[src/rtl/uart_pkg.sv]
// Shared UART definitions: state encoding common with uart_tx, default timing
// parameters, led status codes and the 2-of-3 majority helper.
package uart_pkg;

  localparam int DELAY_FRAMES_DEF = 2812;
  localparam int BIT_PER_WORD_DEF = 7;

  localparam logic [2:0] ST_IDLE      = 3'd0;
  localparam logic [2:0] ST_START     = 3'd1;
  localparam logic [2:0] ST_DATA      = 3'd2;
  localparam logic [2:0] ST_STOP      = 3'd3;
  localparam logic [2:0] ST_WAIT_IDLE = 3'd4;

  localparam logic [5:0] LED_IDLE = 6'd1;
  localparam logic [5:0] LED_RX   = 6'd2;
  localparam logic [5:0] LED_ERR  = 6'd4;

  function automatic logic maj3(input logic [2:0] v);
    return (v[0] & v[1]) | (v[0] & v[2]) | (v[1] & v[2]);
  endfunction

endpackage

[src/rtl/uart_rx_if.sv]
// Receiver-side link bundle: serial line in, recovered word and status out.
interface uart_rx_if #(
  parameter int BIT_PER_WORD = 7
);
  logic                  rx_pin;
  logic [BIT_PER_WORD:0] data;
  logic                  data_ready;
  logic                  frame_error;
  logic                  busy;
  logic [5:0]            led;

  modport master (
    input  rx_pin,
    output data, data_ready, frame_error, busy, led
  );

  modport slave (
    output rx_pin,
    input  data, data_ready, frame_error, busy, led
  );
endinterface

[src/rtl/uart_rx_sync.sv]
// Two-flop synchronizer for the asynchronous serial line; resets to the idle level.
module uart_rx_sync (
  input  logic clk,
  input  logic rst_n,
  input  logic d,
  output logic q
);
  logic meta_r;
  logic sync_r;

  // metastability filter chain
  always_ff @(posedge clk) begin
    if (!rst_n) begin
      meta_r <= 1'b1;
      sync_r <= 1'b1;
    end else begin
      meta_r <= d;
      sync_r <= meta_r;
    end
  end

  assign q = sync_r;
endmodule

[src/rtl/uart_rx.sv]
// Oversampling UART receiver: start, BIT_PER_WORD+1 data bits LSB first, one stop bit.
// Optional 2-of-3 sample voting is enabled with the UART_RX_MAJORITY_EN macro.
module uart_rx
  import uart_pkg::*;
#(
  parameter int DELAY_FRAMES = DELAY_FRAMES_DEF,
  parameter int BIT_PER_WORD = BIT_PER_WORD_DEF
) (
  input  logic      clk,
  input  logic      rst_n,
  uart_rx_if.master bus
);
  localparam int HALF  = DELAY_FRAMES / 2;
  localparam int CNT_W = $clog2(DELAY_FRAMES);
  localparam int BIT_W = (BIT_PER_WORD > 0) ? $clog2(BIT_PER_WORD + 1) : 1;
  localparam logic [CNT_W:0]   DF_C   = DELAY_FRAMES[CNT_W:0];
  localparam logic [CNT_W:0]   HALF_C = HALF[CNT_W:0];
  localparam logic [BIT_W-1:0] LAST_C = BIT_PER_WORD[BIT_W-1:0];

  logic                  rx_s;
  logic                  sample_s;
  logic [CNT_W:0]        cnt_inc_s;

  logic [2:0]            state_r,   state_s;
  logic [CNT_W-1:0]      cnt_r,     cnt_s;
  logic [BIT_W-1:0]      bit_cnt_r, bit_cnt_s;
  logic [BIT_PER_WORD:0] shift_r,   shift_s;
  logic [BIT_PER_WORD:0] data_r,    data_s;
  logic                  ready_r,   ready_s;
  logic                  ferr_r,    ferr_s;
  logic                  busy_r,    busy_s;
  logic [5:0]            led_r,     led_s;

  uart_rx_sync u_sync (
    .clk   (clk),
    .rst_n (rst_n),
    .d     (bus.rx_pin),
    .q     (rx_s)
  );

`ifdef UART_RX_MAJORITY_EN
  logic [1:0] hist_r;

  // two previous synchronized samples for voting
  always_ff @(posedge clk) begin
    if (!rst_n) begin
      hist_r <= 2'b11;
    end else begin
      hist_r <= {hist_r[0], rx_s};
    end
  end

  assign sample_s = maj3({hist_r, rx_s});
`else
  assign sample_s = rx_s;
`endif

  assign cnt_inc_s = {1'b0, cnt_r} + {{CNT_W{1'b0}}, 1'b1};

  // frame sequencing and next-value computation
  always_comb begin
    state_s   = state_r;
    cnt_s     = cnt_r;
    bit_cnt_s = bit_cnt_r;
    shift_s   = shift_r;
    data_s    = data_r;
    ready_s   = 1'b0;
    ferr_s    = 1'b0;
    case (state_r)
      ST_IDLE: begin
        if (!rx_s) begin
          cnt_s   = {CNT_W{1'b0}};
          state_s = ST_START;
        end else begin
          state_s = ST_IDLE;
        end
      end
      ST_START: begin
        if (cnt_inc_s == HALF_C) begin
          cnt_s = {CNT_W{1'b0}};
          if (!sample_s) begin
            bit_cnt_s = {BIT_W{1'b0}};
            state_s   = ST_DATA;
          end else begin
            state_s = ST_IDLE;
          end
        end else begin
          cnt_s = cnt_inc_s[CNT_W-1:0];
        end
      end
      ST_DATA: begin
        if (cnt_inc_s == DF_C) begin
          cnt_s              = {CNT_W{1'b0}};
          shift_s[bit_cnt_r] = sample_s;
          if (bit_cnt_r == LAST_C) begin
            state_s = ST_STOP;
          end else begin
            bit_cnt_s = bit_cnt_r + BIT_W'(1);
          end
        end else begin
          cnt_s = cnt_inc_s[CNT_W-1:0];
        end
      end
      ST_STOP: begin
        if (cnt_inc_s == DF_C) begin
          cnt_s = {CNT_W{1'b0}};
          if (sample_s) begin
            data_s  = shift_r;
            ready_s = 1'b1;
            state_s = ST_IDLE;
          end else begin
            ferr_s  = 1'b1;
            state_s = ST_WAIT_IDLE;
          end
        end else begin
          cnt_s = cnt_inc_s[CNT_W-1:0];
        end
      end
      ST_WAIT_IDLE: begin
        // a break or stuck-low line holds us here until the line is released
        if (rx_s) begin
          state_s = ST_IDLE;
        end else begin
          state_s = ST_WAIT_IDLE;
        end
      end
      default: begin
        state_s = ST_IDLE;
        cnt_s   = {CNT_W{1'b0}};
      end
    endcase
  end

  // status outputs track the state being entered so they are registered with it
  always_comb begin
    busy_s = (state_s != ST_IDLE);
    case (state_s)
      ST_IDLE:      led_s = LED_IDLE;
      ST_WAIT_IDLE: led_s = LED_ERR;
      ST_START,
      ST_DATA,
      ST_STOP:      led_s = LED_RX;
      default:      led_s = LED_IDLE;
    endcase
  end

  // state and output registers
  always_ff @(posedge clk) begin
    if (!rst_n) begin
      state_r   <= ST_IDLE;
      cnt_r     <= {CNT_W{1'b0}};
      bit_cnt_r <= {BIT_W{1'b0}};
      shift_r   <= {(BIT_PER_WORD+1){1'b0}};
      data_r    <= {(BIT_PER_WORD+1){1'b0}};
      ready_r   <= 1'b0;
      ferr_r    <= 1'b0;
      busy_r    <= 1'b0;
      led_r     <= LED_IDLE;
    end else begin
      state_r   <= state_s;
      cnt_r     <= cnt_s;
      bit_cnt_r <= bit_cnt_s;
      shift_r   <= shift_s;
      data_r    <= data_s;
      ready_r   <= ready_s;
      ferr_r    <= ferr_s;
      busy_r    <= busy_s;
      led_r     <= led_s;
    end
  end

  assign bus.data        = data_r;
  assign bus.data_ready  = ready_r;
  assign bus.frame_error = ferr_r;
  assign bus.busy        = busy_r;
  assign bus.led         = led_r;
endmodule
[src/flat_wrapper.sv]
// flat-port wrapper written by rule: the top's interface ports become plain ports
module uart_rx_flat import uart_pkg::*;
#(
  parameter int DELAY_FRAMES = DELAY_FRAMES_DEF,
  parameter int BIT_PER_WORD = BIT_PER_WORD_DEF
)
  (clk, rst_n, bus_rx_pin, bus_data, bus_data_ready, bus_frame_error, bus_busy, bus_led);
  uart_rx_if #(.BIT_PER_WORD(BIT_PER_WORD)) bus_i ();
  input  logic clk;
  input  logic rst_n;
  input wire logic [$bits(bus_i.rx_pin)-1:0] bus_rx_pin;
  output wire logic [$bits(bus_i.data)-1:0] bus_data;
  output wire logic [$bits(bus_i.data_ready)-1:0] bus_data_ready;
  output wire logic [$bits(bus_i.frame_error)-1:0] bus_frame_error;
  output wire logic [$bits(bus_i.busy)-1:0] bus_busy;
  output wire logic [$bits(bus_i.led)-1:0] bus_led;
  assign bus_i.rx_pin = bus_rx_pin;
  assign bus_data = bus_i.data;
  assign bus_data_ready = bus_i.data_ready;
  assign bus_frame_error = bus_i.frame_error;
  assign bus_busy = bus_i.busy;
  assign bus_led = bus_i.led;
  uart_rx #(.DELAY_FRAMES(DELAY_FRAMES), .BIT_PER_WORD(BIT_PER_WORD)) u_core (.clk(clk), .rst_n(rst_n), .bus(bus_i));
endmodule
[config.mk]
export PLATFORM = sky130hd
export DESIGN_NAME = uart_rx_flat
export DESIGN_NICKNAME = d
export VERILOG_FILES = /design/src/rtl/uart_pkg.sv /design/src/rtl/uart_rx_if.sv /design/src/rtl/uart_rx_sync.sv /design/src/rtl/uart_rx.sv /design/src/flat_wrapper.sv
export SDC_FILE = /design/constraint.sdc
export NUM_CORES = 1
export LEC_CHECK = 0
export ABC_AREA = 1
export CORE_UTILIZATION = 60
export DETAILED_ROUTE_END_ITERATION = 10
export GPL_ROUTABILITY_DRIVEN = 0
export PLACE_DENSITY = 0.85
export SKIP_CTS_REPAIR_TIMING = 1
export SLEW_MARGIN = 15
export SYNTH_ARGS = -nofsm -noshare
export SYNTH_HDL_FRONTEND = slang
export SYNTH_HIERARCHICAL = 1
export SYNTH_SLANG_ARGS = --single-unit
[constraint.sdc]
create_clock -name clk -period 2.9 [get_ports clk]
set_input_delay 0.435 -clock clk [delete_from_list [all_inputs] [get_ports clk]]
set_output_delay 0.435 -clock clk [all_outputs]
set_load 0.01 [all_outputs]
==> results_dict.tcl <==
set metrics [dict create \
    status "complete, no violations" \
    max_stage_delay_ns 0.43 \
    cp-startpoint "u_core/cnt_r[0]$_SDFFE_PN0P_" \
    cts_max_level 2 \
    path_max_fanout 16 \
    drv_cap 0 \
    place.port_buffers 16 \
    holdPathStages 2 \
    remaining_drc_errors 0 \
    r2r-start "u_core/cnt_r[0]$_SDFFE_PN0P_" \
    reg2reg_slack_ns 0.68 \
    die_h_um 62.2 \
    slew_headroom_pct 65.3 \
    reg2reg_to "u_core/bus.data[0]$_SDFFE_PN0P_" \
    cts.sinks 42 \
    cp.depth 11 \
    fillers 285 \
    path_buf_inv 0 \
    multi_input_area_mm2 0.00112 \
    start_util_pct 63.7 \
    synth.avg_cell_area_um2 6.91 \
    fin_skew_ns 0.00819 \
    wire_per_inst_um 11.1 \
    root_buffer "clkbuf_4" \
    wirelength_um 4220 \
    final.setup.tns_ns 0 \
    pwr-share-clk_pct 36.8 \
    endpoint_kind "register" \
    io_pins 20 \
    power_density_mw_per_mm2 409 \
    path_cells "ha_1 -> nand3_2 -> nor2_2 -> nand2_1 -> nand2_1 -> nand3_2 -> nor2_4 -> nand3_4 -> nor2_4 -> o21ai_0 -> a21oi_1" \
    hold_end "u_core/u_sync/q$_SDFF_PN1_" \
    first_iter_violations 126 \
    tightest_slew_ns 0.518 \
    clk_pin_slew_ns 0.12 \
    ys_seq_elements 42 \
    start_kind "register" \
    power.leakage_nw 0.962 \
    post-route-util_pct 71.4 \
    grt_max_degree 25 \
    core_mm2 0.00342 \
    fin_ws_ns 0.676 \
    finalCritPeriodShare_pct 76.7 \
    track_usage_pct 24.4 \
    grt_pass1_vias 1766 \
    syn_to_final_growth_pct 12.1 \
    synth_area_mm2 0.00218 \
    grt_remaining_overflow 0 \
    switching_share_pct 21.9 \
    grt_pass1_wl_um 7560 \
    cp_slowest_cell "dfxtp_1" \
    synth_largest_area_cell "dfxtp_1" \
    viasPerCell 5.12 \
    min_period_ns 2.22 \
    seqCellArea_um2 841 \
    cts_tree "done" \
    die_area_mm2 0.00387 \
    drtAntennaViolNets 0 \
    r2r_cells 11 \
    p_seq_share_pct 58.8 \
    pwr-share-comb_pct 4.4 \
    rsz0062_at_grt "false" \
    dp_hpwl_um 3090 \
    power_switching_mw 0.219 \
    setup_violations 0 \
    hp-class "reg -> reg" \
    path_class "reg -> reg" \
    max_freq_mhz 450 \
    synth_warnings 6 \
    numCtsBuffers 5 \
    antennaDiodeCount 0 \
    required_ns 3.19 \
    cp_data_arrival_time_ns 2.51 \
    grt_antenna_before_repair 0 \
    yosys.area.top_type_share_pct 38.6 \
    cts_buffer_depth 2 \
    synth_area_leaders "dfxtp_1, nand2_1, inv_1, nor2_1, a21oi_1" \
    synth_cells 315 \
    clk-insertion-delay-late_ns 0.35 \
    critPathTopFamily "simple AND/OR/NAND/NOR gates" \
    irDropWorstVdd_mv 0.322 \
    finalMaxSlewViolations 0 \
    nNetsFinal 340 \
    synth_seq_area_share_pct 38.6 \
    rows 21 \
    hold_viol 0 \
    hold_start "u_core/u_sync/meta_r$_SDFF_PN1_" \
    dr.pass1.iters 7 \
    vias 1944 \
    drive_above_1_share_pct 11.1 \
    pre_cts_slack_ns 0.713 \
    synth_cell_types 33 \
    die_x_um 62.2 \
    power.internal_mw 0.779 \
]
-- metal layers --
layer  up-vias  global-route usage, %  wire, um
li1       1031                      -         -
met1       848                   31.3      2010
met2        59                   39.7      1930
met3         6                   6.25       229
met4         0                   8.43        47
met5         -                      0         0
-- cells in the final DEF, fill, tap and decap left out, drive strengths merged --
cell and instances:
a21oi 22, a31oi 1, buf 2, bufinv 1, clkbuf 6, clkdlybuf4s50 16
clkinv 2, clkinvlp 1, conb 3, dfxtp 42, ha 4, inv 41
nand2 94, nand3 21, nand3b 1, nand4 3, nor2 36, nor3 12
o21a 1, o21ai 21, o22ai 2, xnor2 1, xor2 1
-- per-stage QoR --
step	hold slack [ns]	total power [mW]	cell area [um2]	cells
2_1_floorplan	0.380	0.629	2180	317
3_3_place_gp	0.398	0.642	2360	372
3_5_place_dp	0.396	0.644	2360	372
4_1_cts	0.423	1.01	2440	380
5_1_grt	0.456	1.04	2440	380
6_report	0.420	0.998	2440	380
-- cell usage after synthesis --
master	n
nand2_4	3
nand4_1	3
buf_6	1
o21ai_2	2
nor3_1	12
dfxtp_1	42
nand3_2	3
nand3_4	1
buf_2	3
conb_1	1
nand3_1	17
a21oi_2	2
nor2_2	3
xor2_1	1
clkinv_1	1
nand3b_1	1
o21ai_0	9
clkbuf_1	2
inv_1	39
nor2_4	5
inv_2	2
nor2_1	28
a31oi_1	1
ha_1	4
o21a_1	1
o21ai_1	10
nand2_2	6
buf_4	3
nand2_1	85
o22ai_1	2
clkinv_2	1
xnor2_1	1
a21oi_1	20
-- flip-flops by register name, indices dropped and copies added (netlist names) --
name / cells
u_core/bus.led: 3
u_core/bus.data_ready: 1
u_core/shift_r: 8
u_core/u_sync/meta_r: 1
u_core/bus.busy: 1
u_core/bit_cnt_r: 3
u_core/state_r: 3
u_core/cnt_r: 12
u_core/u_sync/q: 1
u_core/bus.frame_error: 1
u_core/bus.data: 8
-- how the worst max path moves through the flow --
stage                                           end
CTS                 u_core/bus.data[0]$_SDFFE_PN0P_
global placement    u_core/bus.data[5]$_SDFFE_PN0P_
global route        u_core/bus.data[0]$_SDFFE_PN0P_
detailed placement  u_core/bus.data[7]$_SDFFE_PN0P_
floorplan                u_core/bus.busy$_SDFF_PN0_
finish              u_core/bus.data[0]$_SDFFE_PN0P_
-- power groups by stage --
stage	logic (mW)	registers, mW	clock network [mW]
detailed placement	0.0436	0.600	0
floorplan	0.0301	0.599	0
global placement	0.0425	0.600	0
global route	0.0483	0.588	0.404
finish	0.0438	0.587	0.367
CTS	0.0435	0.587	0.377
-- area by class of cell --
type | instances | share of cell area (%)
inverter | 43 | 6.67
tap | 46 | 2.36
timing repair buffer | 18 | 7.18
multi-input combinational | 223 | 46.1
clock buffer | 6 | 1.69
clock inverter | 2 | 1.54
sequential | 42 | 34.5
-- cells by family (layout without fill, tap and decap cells) --
logic type                 after synthesis  after routing  share of synthesized area, %
adders and majority gates                4              4                          2.30
DFF                                     42             42                          38.6
AOI/OAI and AO/OA                       47             47                          11.8
and+or+nand+nor                        167            167                          36.3
buffers and inverters                   52             69                          10.1
other                                    1              3                         0.172
xor gates and xnor gates                 2              2                         0.805
-- worst reg2reg max path: stages, from the launching register on --
cell and delay, ns:
dfxtp_1 0.43, ha_1 0.32, nand3_2 0.15, nor2_2 0.14, nand2_1 0.06, nand2_1 0.09, nand3_2 0.12, nor2_4 0.16
nand3_4 0.11, nor2_4 0.32, o21ai_0 0.14, a21oi_1 0.12
(Power assumes the default switching activity.)
